<file path="src/rtl/spi_xfer_sched_if.sv">
// Bus bundle between the transfer scheduler, its requesters and the SPI slave pins.
// The master modport is the scheduler side; the slave modport is the requester/pin side.
interface spi_xfer_sched_if #(
    parameter int unsigned NREQ = 2
);
    logic [NREQ-1:0]    req;
    logic [NREQ*32-1:0] tx_data;
    logic [4:0]         len;
    logic               m_tx_negedge;
    logic               m_rx_negedge;
    logic [NREQ-1:0]    gnt;
    logic               busy;
    logic               done;
    logic [31:0]        rx_data;
    logic               sclk;
    logic               ss;
    logic               mosi;
    logic               miso;

    modport master (
        input  req, tx_data, len, m_tx_negedge, m_rx_negedge, miso,
        output gnt, busy, done, rx_data, sclk, ss, mosi
    );

    modport slave (
        output req, tx_data, len, m_tx_negedge, m_rx_negedge, miso,
        input  gnt, busy, done, rx_data, sclk, ss, mosi
    );
endinterface

</file>
<file path="src/rtl/spi_xfer_sched.sv">
// Round-robin SPI transfer scheduler: grants one requester at a time and runs a
// 1..32 bit MSB-first transfer with selectable mosi-drive / miso-sample edges.
module spi_xfer_sched #(
    parameter int unsigned NREQ = 2,
    parameter int unsigned DIV  = 4
) (
    input  logic             clk,
    input  logic             rst,
    spi_xfer_sched_if.master bus
);
    localparam int unsigned PW = (NREQ > 1) ? $clog2(NREQ) : 1;
    localparam int unsigned CW = $clog2(DIV);
    localparam int unsigned EW = 7;

    typedef enum logic [1:0] {IDLE, XFER, HOLD} state_t;

    state_t          state_q, state_d;
    logic [PW-1:0]   ptr_q, ptr_d;
    logic [NREQ-1:0] gnt_q, gnt_d;
    logic            busy_q, busy_d;
    logic            done_q, done_d;
    logic [31:0]     rx_q, rx_d;
    logic [31:0]     txsh_q, txsh_d;
    logic [31:0]     rxsh_q, rxsh_d;
    logic [5:0]      len_q, len_d;
    logic            txn_q, txn_d;
    logic            rxn_q, rxn_d;
    logic [CW-1:0]   cnt_q, cnt_d;
    logic [EW-1:0]   ecnt_q, ecnt_d;
    logic            sclk_q, sclk_d;
    logic            ss_q, ss_d;
    logic            mosi_q, mosi_d;

    logic [31:0]     words [NREQ];
    logic            found_c;
    logic [PW-1:0]   win_c;
    logic [PW-1:0]   nxt_c;
    logic [PW-1:0]   idx_c;
    int unsigned     j_c;
    logic [5:0]      l_c;
    logic            rising_c;
    logic [EW-1:0]   last_c;

    for (genvar g = 0; g < NREQ; g++) begin : g_word
        assign words[g] = bus.tx_data[g*32 +: 32];
    end

    // Round-robin search starting at the pointer
    always_comb begin
        found_c = 1'b0;
        win_c   = '0;
        idx_c   = '0;
        j_c     = 0;
        for (int unsigned i = 0; i < NREQ; i++) begin
            j_c = 32'(ptr_q) + i;
            if (j_c >= NREQ) j_c = j_c - NREQ;
            idx_c = PW'(j_c);
            if (!found_c && bus.req[idx_c]) begin
                found_c = 1'b1;
                win_c   = idx_c;
            end
        end
        nxt_c = (32'(win_c) == NREQ - 1) ? '0 : win_c + 1'b1;
    end

    always_ff @(posedge clk) begin
        if (rst) begin
            state_q <= IDLE;
            ptr_q   <= '0;
            gnt_q   <= '0;
            busy_q  <= 1'b0;
            done_q  <= 1'b0;
            rx_q    <= '0;
            txsh_q  <= '0;
            rxsh_q  <= '0;
            len_q   <= '0;
            txn_q   <= 1'b0;
            rxn_q   <= 1'b0;
            cnt_q   <= '0;
            ecnt_q  <= '0;
            sclk_q  <= 1'b0;
            ss_q    <= 1'b1;
            mosi_q  <= 1'b0;
        end else begin
            state_q <= state_d;
            ptr_q   <= ptr_d;
            gnt_q   <= gnt_d;
            busy_q  <= busy_d;
            done_q  <= done_d;
            rx_q    <= rx_d;
            txsh_q  <= txsh_d;
            rxsh_q  <= rxsh_d;
            len_q   <= len_d;
            txn_q   <= txn_d;
            rxn_q   <= rxn_d;
            cnt_q   <= cnt_d;
            ecnt_q  <= ecnt_d;
            sclk_q  <= sclk_d;
            ss_q    <= ss_d;
            mosi_q  <= mosi_d;
        end
    end

    always_comb begin
        state_d  = state_q;
        ptr_d    = ptr_q;
        gnt_d    = gnt_q;
        done_d   = 1'b0;
        rx_d     = rx_q;
        txsh_d   = txsh_q;
        rxsh_d   = rxsh_q;
        len_d    = len_q;
        txn_d    = txn_q;
        rxn_d    = rxn_q;
        cnt_d    = cnt_q;
        ecnt_d   = ecnt_q;
        sclk_d   = sclk_q;
        ss_d     = ss_q;
        mosi_d   = mosi_q;
        l_c      = (bus.len == 5'd0) ? 6'd32 : {1'b0, bus.len};
        rising_c = ~sclk_q;
        last_c   = {len_q, 1'b0};

        unique case (state_q)
            IDLE: begin
                if (found_c) begin
                    gnt_d        = '0;
                    gnt_d[win_c] = 1'b1;
                    ptr_d        = nxt_c;
                    len_d        = l_c;
                    txn_d        = bus.m_tx_negedge;
                    rxn_d        = bus.m_rx_negedge;
                    // Left-align the active bits so the next bit out is always bit 31
                    txsh_d       = words[win_c] << (6'd32 - l_c);
                    mosi_d       = bus.m_tx_negedge ? words[win_c][bus.len - 5'd1] : 1'b0;
                    rxsh_d       = '0;
                    cnt_d        = '0;
                    ecnt_d       = '0;
                    ss_d         = 1'b0;
                    state_d      = XFER;
                end
            end
            XFER: begin
                if (cnt_q == CW'(DIV - 1)) begin
                    cnt_d  = '0;
                    sclk_d = ~sclk_q;
                    ecnt_d = ecnt_q + 7'd1;
                    if (rising_c != rxn_q) rxsh_d = {rxsh_q[30:0], bus.miso};
                    if (!txn_q && rising_c) begin
                        mosi_d = txsh_q[31];
                        txsh_d = txsh_q << 1;
                    end
                    // Falling-edge drive skips the final edge: bit 0 is already on the wire
                    if (txn_q && !rising_c && ecnt_d != last_c) begin
                        mosi_d = txsh_q[30];
                        txsh_d = txsh_q << 1;
                    end
                    if (ecnt_d == last_c) state_d = HOLD;
                end else begin
                    cnt_d = cnt_q + 1'b1;
                end
            end
            HOLD: begin
                if (cnt_q == CW'(DIV - 1)) begin
                    cnt_d   = '0;
                    ss_d    = 1'b1;
                    done_d  = 1'b1;
                    rx_d    = rxsh_q;
                    gnt_d   = '0;
                    mosi_d  = 1'b0;
                    state_d = IDLE;
                end else begin
                    cnt_d = cnt_q + 1'b1;
                end
            end
            default: state_d = IDLE;
        endcase

        busy_d = (state_d != IDLE);
    end

    assign bus.gnt     = gnt_q;
    assign bus.busy    = busy_q;
    assign bus.done    = done_q;
    assign bus.rx_data = rx_q;
    assign bus.sclk    = sclk_q;
    assign bus.ss      = ss_q;
    assign bus.mosi    = mosi_q;
endmodule

</file>
<file path="src/flat_wrapper.sv">
// flat-port wrapper written by rule: the top's interface ports become plain ports
module spi_xfer_sched_flat 
#(
    parameter int unsigned NREQ = 2,
    parameter int unsigned DIV  = 4
)
  (clk, rst, bus_req, bus_tx_data, bus_len, bus_m_tx_negedge, bus_m_rx_negedge, bus_miso, bus_gnt, bus_busy, bus_done, bus_rx_data, bus_sclk, bus_ss, bus_mosi);
  spi_xfer_sched_if #(.NREQ(NREQ)) bus_i ();
  input  logic clk;
  input  logic rst;
  input wire logic [$bits(bus_i.req)-1:0] bus_req;
  input wire logic [$bits(bus_i.tx_data)-1:0] bus_tx_data;
  input wire logic [$bits(bus_i.len)-1:0] bus_len;
  input wire logic [$bits(bus_i.m_tx_negedge)-1:0] bus_m_tx_negedge;
  input wire logic [$bits(bus_i.m_rx_negedge)-1:0] bus_m_rx_negedge;
  input wire logic [$bits(bus_i.miso)-1:0] bus_miso;
  output wire logic [$bits(bus_i.gnt)-1:0] bus_gnt;
  output wire logic [$bits(bus_i.busy)-1:0] bus_busy;
  output wire logic [$bits(bus_i.done)-1:0] bus_done;
  output wire logic [$bits(bus_i.rx_data)-1:0] bus_rx_data;
  output wire logic [$bits(bus_i.sclk)-1:0] bus_sclk;
  output wire logic [$bits(bus_i.ss)-1:0] bus_ss;
  output wire logic [$bits(bus_i.mosi)-1:0] bus_mosi;
  assign bus_i.req = bus_req;
  assign bus_i.tx_data = bus_tx_data;
  assign bus_i.len = bus_len;
  assign bus_i.m_tx_negedge = bus_m_tx_negedge;
  assign bus_i.m_rx_negedge = bus_m_rx_negedge;
  assign bus_i.miso = bus_miso;
  assign bus_gnt = bus_i.gnt;
  assign bus_busy = bus_i.busy;
  assign bus_done = bus_i.done;
  assign bus_rx_data = bus_i.rx_data;
  assign bus_sclk = bus_i.sclk;
  assign bus_ss = bus_i.ss;
  assign bus_mosi = bus_i.mosi;
  spi_xfer_sched #(.NREQ(NREQ), .DIV(DIV)) u_core (.clk(clk), .rst(rst), .bus(bus_i));
endmodule
</file>
<file path="config.mk">
export PLATFORM = sky130hd
export DESIGN_NAME = spi_xfer_sched_flat
export DESIGN_NICKNAME = d
export VERILOG_FILES = /design/src/rtl/spi_xfer_sched_if.sv /design/src/rtl/spi_xfer_sched.sv /design/src/flat_wrapper.sv
export SDC_FILE = /design/constraint.sdc
export NUM_CORES = 1
export LEC_CHECK = 0
export BUFFER_PORTS_ARGS = -buffer_cell sky130_fd_sc_hd__buf_2
export CELL_PAD_IN_SITES_DETAIL_PLACEMENT = 1
export CELL_PAD_IN_SITES_GLOBAL_PLACEMENT = 1
export CORE_ASPECT_RATIO = 1.25
export CORE_MARGIN = 8
export CORE_UTILIZATION = 40
export CTS_BUF_LIST = sky130_fd_sc_hd__clkbuf_8
export DETAILED_ROUTE_END_ITERATION = 16
export HOLD_SLACK_MARGIN = 0.08
export PLACE_DENSITY = 0.78
export SKIP_CTS_REPAIR_TIMING = 1
export SLEW_MARGIN = 30
export SYNTH_ARGS = -nofsm -noshare
export SYNTH_HDL_FRONTEND = slang
export SYNTH_SLANG_ARGS = --single-unit
</file>
<file path="constraint.sdc">
create_clock -name clk -period 3.6 [get_ports clk]
set_input_delay 0.18 -clock clk [delete_from_list [all_inputs] [get_ports clk]]
set_output_delay 0.18 -clock clk [all_outputs]
set_load 0.005 [all_outputs]
</file>
== Word level (Yosys, flattened, before mapping) ==
Cells that the tools add are included.

* Flip-flop bits (word level): 123
* Input port bits: 76
* Output and inout port bits: 39
* Word-level logic and storage cells: 125

* Add/subtract/negate cells: 8
* $lt $le $gt $ge: 8
* Equality and inequality tests: 11
* Shift operators: 1
* Muxes and demuxes: 53
* Bitwise operators: 3
* Reduce and logical (&&, ||, !) cells: 25

{| class="wikitable"
|+ Operators by type and width
! operator !! number
|-
| $mux 32 || 10
|-
| $pmux 32 s2 || 2
|-
| $shl 32x6->32 || 1
|-
| $mux 1 || 22
|-
| $mux 2 || 8
|-
| $mux 7 || 2
|-
| $pmux 7 s2 || 1
|-
| $ne 2x1->1 const B || 4
|-
| $pmux 2 s2 || 2
|-
| $reduce_and 2->1 || 4
|-
| $reduce_and 4->1 || 2
|-
| $reduce_bool 2->1 || 4
|-
| $add 7x1->7 const B || 1
|-
| $eq 7x7->1 || 1
|-
| $ne 7x7->1 || 1
|-
| $lt 1x2->1 const B || 3
|-
| $lt 5x6->1 const B || 1
|-
| $mux 6 || 1
|-
| $pmux 2 s3 || 1
|-
| $reduce_and 3->1 || 2
|-
| $sub 6x6->6 const A || 1
|-
| $bmux 1 s5 || 1
|-
| $logic_and 1x1->1 || 5
|-
| $logic_not 5->1 || 1
|-
| 22 further kinds || 28
|}

== Longest topological paths before layout ==
Gate-level depths: netlist of run 1.

* Depth in word-level cells: 17
* Depth in mapped cells: 14
* Mapped depth without buffers: 10

== Least setup slack after synthesis of run 1 ==
No wires, ideal clock.

* Path kind: input to register
* Start point: input bus_len[0]
* End point: register u_core.txsh_q[30]
* Data arrival time: 3.287 ns
* Required time: 3.467 ns
* Path slack: 0.180 ns
* Cell stages on the path: 12
* Path buffers: 5
* Path through: clkbuf_1 clkbuf_1 clkinv_1 ha_1 clkbuf_1 buf_1 clkbuf_1 mux4_2 nor2_1 nor3b_2 a221oi_1 a211oi_2

* Longest elaborated chain between the ends: 6

{| class="wikitable"
|+ Ends and longest elaborated chain
! what !! line !! text
|-
| from (decl) || flat_wrapper.sv:13 || <nowiki>input wire logic [$bits(bus_i.len)-1:0] bus_len;</nowiki>
|-
| $logic_not 5->1 || spi_xfer_sched.sv:120 || <nowiki>l_c = (bus.len == 5'd0) ? 6'd32 : {1'b0, bus.len};</nowiki>
|-
| $mux 6 (*) || spi_xfer_sched.sv:120 ||
|-
| $sub 6x6->6 (*) || spi_xfer_sched.sv:134 || <nowiki>txsh_d = words[win_c] << (6'd32 - l_c);</nowiki>
|-
| $shl 32x6->32 (*) || spi_xfer_sched.sv:134 ||
|-
| $mux 32 (*) || spi_xfer_sched.sv:126 || <nowiki>if (found_c) begin</nowiki>
|-
| $pmux 32 s2 (*) || spi_xfer_sched.sv:124 || <nowiki>unique case (state_q)</nowiki>
|-
| to (signal assigned) || spi_xfer_sched.sv:91 || <nowiki>txsh_q <= txsh_d;</nowiki>
|-
| to (decl) || spi_xfer_sched.sv:23 || <nowiki>logic [31:0] txsh_q, txsh_d;</nowiki>
|}

Mark *: on every way between the ends. The rest lies on a longest branch, timed or not. The select of a mux whose other input is x is not followed.
A chain may end at the register's enable or synchronous reset.

== Final worst setup path of run 1 ==
* Start point: input bus_len[1]
* End point: register u_core.mosi_q (netlist: u_core.bus.mosi)

* Longest elaborated chain between the ends: 6

{| class="wikitable"
|+ Ends and longest elaborated chain
! what !! line !! text
|-
| $sub 5x1->5 || spi_xfer_sched.sv:135 || <nowiki>mosi_d = bus.m_tx_negedge ? words[win_c][bus.len - 5'd1] : 1'b0;</nowiki>
|-
| $bmux 1 s5 || spi_xfer_sched.sv:135 ||
|-
| $mux 1 (not written as such) || spi_xfer_sched.sv:135 ||
|-
| $mux 1 || spi_xfer_sched.sv:135 ||
|-
| $mux 1 || spi_xfer_sched.sv:126 ||
|-
| $pmux 1 s3 || spi_xfer_sched.sv:124 ||
|-
| to (signal assigned) || spi_xfer_sched.sv:100 || <nowiki>mosi_q <= mosi_d;</nowiki>
|-
| to (decl) || spi_xfer_sched.sv:32 || <nowiki>logic mosi_q, mosi_d;</nowiki>
|}

Every way passes these cells. The select of a mux whose other input is x is not followed.

==> results.sh, run 1 <==
export IMPL_ant_nets=0
export IMPL_avgSynthCellArea_um2=8.46
export IMPL_grt_pass1_vias=7471
export IMPL_finClkSkew_ps=13.0
export IMPL_max_clock_freq_mhz=297
export IMPL_grt_max_degree=46
export IMPL_pwr_density_cell_nw_per_um2=439
export IMPL_num_rows=55
export IMPL_die_x_um=138
export IMPL_path_clk_slew_ps=90
export IMPL_drt_iter0_markers=450
export IMPL_synth_largest_area_cell="dfxtp_1"
export IMPL_grt_usage_pct=22.1
export IMPL_ys_async_sr_fraction_pct=0
export IMPL_drc_errors=0
export IMPL_maxCapViolCount=0
export IMPL_synth_cell_types=63
export IMPL_r2r_start="u_core.ptr_q"
export IMPL_place_area_um2=8240
export IMPL_p_leak_nw=3.42
export IMPL_antenna_cells=0
export IMPL_ys_ff_latch=123
export IMPL_tritoncts="yes"
export IMPL_setup_viol_count_final=0
export IMPL_drive_above_1_share_pct=24.9
export IMPL_viasPerCell=6.05
export IMPL_fin_cells=1216
export IMPL_cp_max_fo=25
export IMPL_routedWlPerCell_um=21.1
export IMPL_synth_edf_count=0
export IMPL_vdd_drop_max_uv=246
export IMPL_end_kind="register"
export IMPL_clk_path_buf_depth=2
export IMPL_rsz0062_at_grt="false"
export IMPL_place_inst=1178
export IMPL_cts_sinks=123
export IMPL_synth_nets=960
export IMPL_reg2reg_slack_ps=500
export IMPL_gp_congestion=0.962
export IMPL_syn2layout_area_growth_pct=17.1
export IMPL_outcome="completed"
export IMPL_ctsRootBufferMaster="clkbuf_8"
export IMPL_seq_power_share_pct=39.3
export IMPL_netlist_top_cells_area="dfxtp_1, mux4_2, nand2_1"
export IMPL_yosysTopAreaCellShare_pct=33.2
export IMPL_final_area_um2=8680
export IMPL_cp_data_arrival_time_ps=3650
export IMPL_grt_pass1_wl_um=40700
export IMPL_cts_max_level=4
export IMPL_wl_um=25600
export IMPL_p_sw_share_pct=36.8
export IMPL_hold_path_class="input port to register"
export IMPL_required_ps=3890
export IMPL_switchingPower_mw=1.40
export IMPL_synthCells=877
export IMPL_hold_viol=0
export IMPL_coreArea_um2=18200
export IMPL_slew_headroom_pct=42.7
export IMPL_intPower_mw=2.41
export IMPL_die_area_um2=23200
export IMPL_dp_hpwl_um=19500
export IMPL_critical_path_class="input port to register"
export IMPL_pin_count=115
export IMPL_globalRouteOverflowTotal=0
export IMPL_r2r_cells=9
export IMPL_yosys_warnings=0
export IMPL_port_buffers=114
export IMPL_start_util_pct=40.8
export IMPL_first_pass_iters=7
export IMPL_route_vias_total=7354
export IMPL_final_period_utilization_pct=93.4
export IMPL_hold_end="u_core.ptr_q"
export IMPL_ys_seq_area_share_pct=33.2
export IMPL_startpoint_type="input port"
export IMPL_slew_violations=0
export IMPL_nets=1058
export IMPL_r2r_end="u_core.bus.mosi"
export IMPL_tns_ps=0
export IMPL_synthesis_area_um2=7420
export IMPL_ys_flop_type="dfxtp_1"
export IMPL_antenna_found_initial=0
export IMPL_period_needed_ps=3360
export IMPL_total_power_mw=3.81
export IMPL_comb_power_share_pct=29.5
export IMPL_hp_start="bus_req[0]"
export IMPL_hold_depth=3
export IMPL_clkLatencyLatePin_ps=430
export IMPL_p_clk_share_pct=31.1
export IMPL_fp_dieH_um=168
export IMPL_cts_buffers_inserted=17
export IMPL_finish_utilization_pct=47.8
export IMPL_tightest_slew_ps=854
-- sequential cells by signal, indices dropped and copies added, names as in the netlist, 2 cells and up --
register,flops
u_core.ecnt_q,7
u_core.bus.rx_data,32
u_core.txsh_q,32
u_core.cnt_q,2
u_core.rxsh_q,32
u_core.state_q,2
u_core.len_q,6
u_core.bus.gnt,2
-- how the worst max path moves through the flow --
| stage | start | to |
|---|---|---|
| floorplan | bus_len[0] | u_core.txsh_q[30] |
| detailed placement | bus_len[1] | u_core.txsh_q[28] |
| finish | bus_len[1] | u_core.bus.mosi |
| global route | bus_len[1] | u_core.txsh_q[20] |
| CTS | u_core.ptr_q | u_core.bus.mosi |
| global placement | bus_len[1] | u_core.bus.mosi |
-- per-stage QoR --
stage	setup slack, ps	hold slack, ps
after floorplan	180	316
after global placement	464	440
after detailed placement	367	445
after CTS	548	-25.3
after global routing	93.7	98.6
final	238	90.0
-- power groups by stage --
stage / Sequential [mW] / Combinational (mW) / Clock [mW]
finish: 1.50 / 1.13 / 1.19
global route: 1.51 / 1.20 / 1.28
CTS: 1.50 / 1.11 / 1.22
detailed placement: 1.53 / 1.11 / 0
global placement: 1.53 / 1.09 / 0
floorplan: 1.51 / 0.750 / 0
-- critical path, stage by stage --
cell           delay (ps)
dlygate4sd3_1         550
buf_2                 170
inv_1                  70
ha_2                  260
or4b_4                510
and2_4                310
mux4_2                400
mux2i_4               280
nor2_1                 80
o211a_1               240
a311oi_1              420
a311oi_1              150
-- cell usage after synthesis, drive strengths merged (2+ instances only) --
cell     count
nor3        18
o2bb2ai      2
a21o         6
a32oi        8
nand4        4
clkbuf      57
buf         15
nand3b       3
ha           7
a31oi        3
o22ai        9
nand2      140
nor2b        2
inv         11
dfxtp      123
o32ai        3
xnor2        4
nand3       18
or2          3
a222oi       3
o21ai       22
xor2         6
a311oi       8
a21oi       78
mux4        37
nor4         3
or3          3
and4b        2
nor2       111
mux2        16
mux2i       46
and3         7
nand2b       6
and2         4
o211ai       4
a211oi      18
a2111oi      2
nand4b       2
o21bai       3
a22oi       32
a221oi      15
-- kinds of logic after synthesis --
group,after synthesis,share of synthesized area [%]
AOI/OAI and AO/OA,223,20.0
muxes,99,20.0
xor gates and xnor gates,11,1.48
and+or+nand+nor,330,19.3
DFF,123,33.2
adders and majority gates,7,1.18
buffers and inverters,84,4.79
-- metal layers --
metal	track usage, %	vias up	share of wire, %	wire length [µm]
met1	25.6	3637	40	10300
li1	-	3425	-	-
met4	10.7	0	3.7	959
met3	3.87	56	4.9	1250
met5	0	-	0	0
met2	38.1	236	51	13100
-- area by class of cell --
cell class                      instances  area (µm²)
Fill cell                            2236        9480
Clock inverter                         15         145
Clock buffer                           17         234
Inverter                               12        45.0
Multi-Input combinational cell        670        4630
Tap cell                              228         285
Timing Repair Buffer                  151         878
Sequential cell                       123        2460
-- cells in the final DEF, fill, tap and decap left out, types with 17 or more instances in the layout --
| cell type | Yosys | layout |
|---|---|---|
| nor3_1 | 18 | 18 |
| buf_4 | 0 | 31 |
| nand3_1 | 18 | 18 |
| a21oi_1 | 78 | 78 |
| buf_2 | 8 | 113 |
| a211oi_1 | 17 | 17 |
| mux4_2 | 37 | 37 |
| nand2_1 | 140 | 139 |
| o21ai_0 | 20 | 20 |
| mux2i_1 | 45 | 45 |
| a22oi_1 | 32 | 32 |
| nor2_1 | 111 | 110 |
| clkbuf_8 | 0 | 17 |
| dfxtp_1 | 123 | 123 |
Note: power is estimated with default switching activity, not from simulation.
==> run 2: changes to the inputs <==
--- a/config.mk
+++ b/config.mk
@@ -15,6 +15,7 @@
 export DETAILED_ROUTE_END_ITERATION = 16
 export HOLD_SLACK_MARGIN = 0.08
 export PLACE_DENSITY = 0.78
+export SETUP_SLACK_MARGIN = 0.5
 export SKIP_CTS_REPAIR_TIMING = 1
 export SLEW_MARGIN = 30
 export SYNTH_ARGS = -nofsm -noshare
==> run 2 against run 1 <==
Net effect:
- fmax grew 13%
- highest routed layer unchanged
- die area stayed put
- setup slack better by 390 ps
- largest power group unchanged
- total power rose by 2.9%
- register-to-register slack improved by 130 ps
- clock power up 8%
- worst hold slack lost 13 ps
- flip-flop and latch count is the same
- core utilization increased by 0.41 points
==> results.sh, run 2 (same netlist as run 1, synthesis figures left out) <==
export IMPL_outcome="completed"
export IMPL_critical_path_class="register to register"
export IMPL_globalRouteOverflowTotal=0
export IMPL_route_vias_total=7336
export IMPL_cp_max_fo=16
export IMPL_grt_pass1_vias=7547
export IMPL_cts_max_level=4
export IMPL_start_util_pct=40.8
export IMPL_vdd_drop_max_uv=215
export IMPL_hold_path_class="input port to register"
export IMPL_r2r_end="u_core.txsh_q[22]"
export IMPL_syn2layout_area_growth_pct=18.1
export IMPL_end_kind="register"
export IMPL_final_common_cell="nand2_1"
export IMPL_p_leak_nw=3.44
export IMPL_antenna_cells=0
export IMPL_num_rows=55
export IMPL_first_pass_iters=5
export IMPL_gp_congestion=0.936
export IMPL_ant_nets=0
export IMPL_crit_start="u_core.ptr_q"
export IMPL_viasPerCell=6.03
export IMPL_die_area_um2=23200
export IMPL_whs_ps=77.0
export IMPL_die_x_um=138
export IMPL_max_clock_freq_mhz=337
export IMPL_fp_dieH_um=168
export IMPL_path_clk_slew_ps=90
export IMPL_grt_max_degree=54
export IMPL_maxCapViolCount=0
export IMPL_clkLatencyLatePin_ps=450
export IMPL_cpLargestDelayFamily="multiplexers"
export IMPL_pre_cts_ws_ps=337
export IMPL_drt_iter0_markers=565
export IMPL_rsz0062_at_grt="true"
export IMPL_antenna_found_initial=0
export IMPL_tns_ps=0
export IMPL_cts_sinks=123
export IMPL_mostFrequentLayoutCells="nand2_1, dfxtp_1, buf_2, nor2_1, a21oi_1"
export IMPL_startpoint_type="register"
export IMPL_tightest_slew_ps=848
export IMPL_cp_data_arrival_time_ps=3300
export IMPL_slew_headroom_pct=43.1
export IMPL_period_needed_ps=2970
export IMPL_r2r_start="u_core.ptr_q"
export IMPL_clk_path_buf_depth=2
export IMPL_crit_top_cell="mux2_2"
export IMPL_drive_above_1_share_pct=25.5
export IMPL_wl_um=26100
export IMPL_ctsRootBufferMaster="clkbuf_8"
export IMPL_worst_path_stages=8
export IMPL_routedWlPerCell_um=21.4
export IMPL_final_period_utilization_pct=82.5
export IMPL_dp_hpwl_um=19400
export IMPL_cpPeakStageDelay_ps=560
export IMPL_final_setup_worst_slack_ps=630
export IMPL_grt_pass1_wl_um=41000
export IMPL_finClkSkew_ps=16.0
export IMPL_tritoncts="yes"
export IMPL_r2r_cells=8
export IMPL_setup_viol_count_final=0
export IMPL_coreArea_um2=18200
export IMPL_port_buffers=114
export IMPL_nets=1058
export IMPL_hold_viol=0
export IMPL_final_area_um2=8760
export IMPL_place_area_um2=8250
export IMPL_slew_violations=0
export IMPL_pwr_density_cell_nw_per_um2=448
export IMPL_critical_path_buf_inv_count=0
export IMPL_drc_errors=0
export IMPL_required_ps=3930
export IMPL_pin_count=115
export IMPL_cts_buffers_inserted=17
export IMPL_crit_slowest_cell="mux4_2"
export IMPL_endpoint="u_core.txsh_q[22]"
export IMPL_grt_usage_pct=22.5
export IMPL_reg2reg_slack_ps=630
export IMPL_path_cells="nand2b_1 -> and2_4 -> mux2_2 -> mux4_2 -> mux2_2 -> a22o_1 -> a222oi_1 -> a211oi_1"
run 2: changes by cell type in the layout (fill, tap and decap cells not counted), sizes merged:
cell    before  now
inv         21   20
bufinv       0    1
run 2: area by class of cell:
class | instances | area, µm²
Tap cell | 228 | 285
Clock inverter | 15 | 179
Multi-Input combinational cell | 670 | 4660
Sequential cell | 123 | 2460
Fill cell | 2218 | 9410
Clock buffer | 17 | 234
Timing Repair Buffer | 151 | 895
Inverter | 12 | 46.3
run 2: worst register-to-register path, cell delays in order, from the launching register on:
cell and delay (ps):
dfxtp_1 350, nand2b_1 220, and2_4 370, mux2_2 430, mux4_2 560, mux2_2 310, a22o_1 200, a222oi_1 300
a211oi_1 120
run 2: report_power, final:
part | internal [mW] | switching [mW] | leakage (nW)
clock network | 0.589 | 0.693 | 0.200
registers | 1.44 | 0.0547 | 1.00
logic | 0.465 | 0.676 | 2.24
run 2: stage by stage:
| stage | util (%) | std cells | total power [mW] |
|---|---|---|---|
| after detailed placement | 45.4 | 1178 | 2.63 |
| after global routing | 48.2 | 1216 | 4.10 |
| after global placement | 45.4 | 1178 | 2.61 |
| final | 48.2 | 1216 | 3.92 |
| after floorplan | - | 877 | 2.26 |
| after CTS | 47.7 | 1210 | 3.92 |
run 2: worst min path at each step:
stage	from	endpoint	slack, ps	depth (start not counted)
2_1_floorplan	bus_m_rx_negedge	u_core.rxn_q	320	2
3_3_place_gp	u_core.bus.rx_data[14]	u_core.bus.rx_data[14]	440	2
3_5_place_dp	u_core.bus.rx_data[14]	u_core.bus.rx_data[14]	440	2
4_1_cts	bus_miso	u_core.rxsh_q[0]	-30	3
5_1_grt	bus_len[1]	u_core.len_q[1]	80	3
6_report	bus_len[2]	u_core.len_q[2]	80	3
run 2: layer usage:
layer  share of wire, %  GRT usage [%]
met5                  0              0
met2                 51           38.1
met4                5.5           14.6
met1                 39           25.0
met3                4.8           4.38
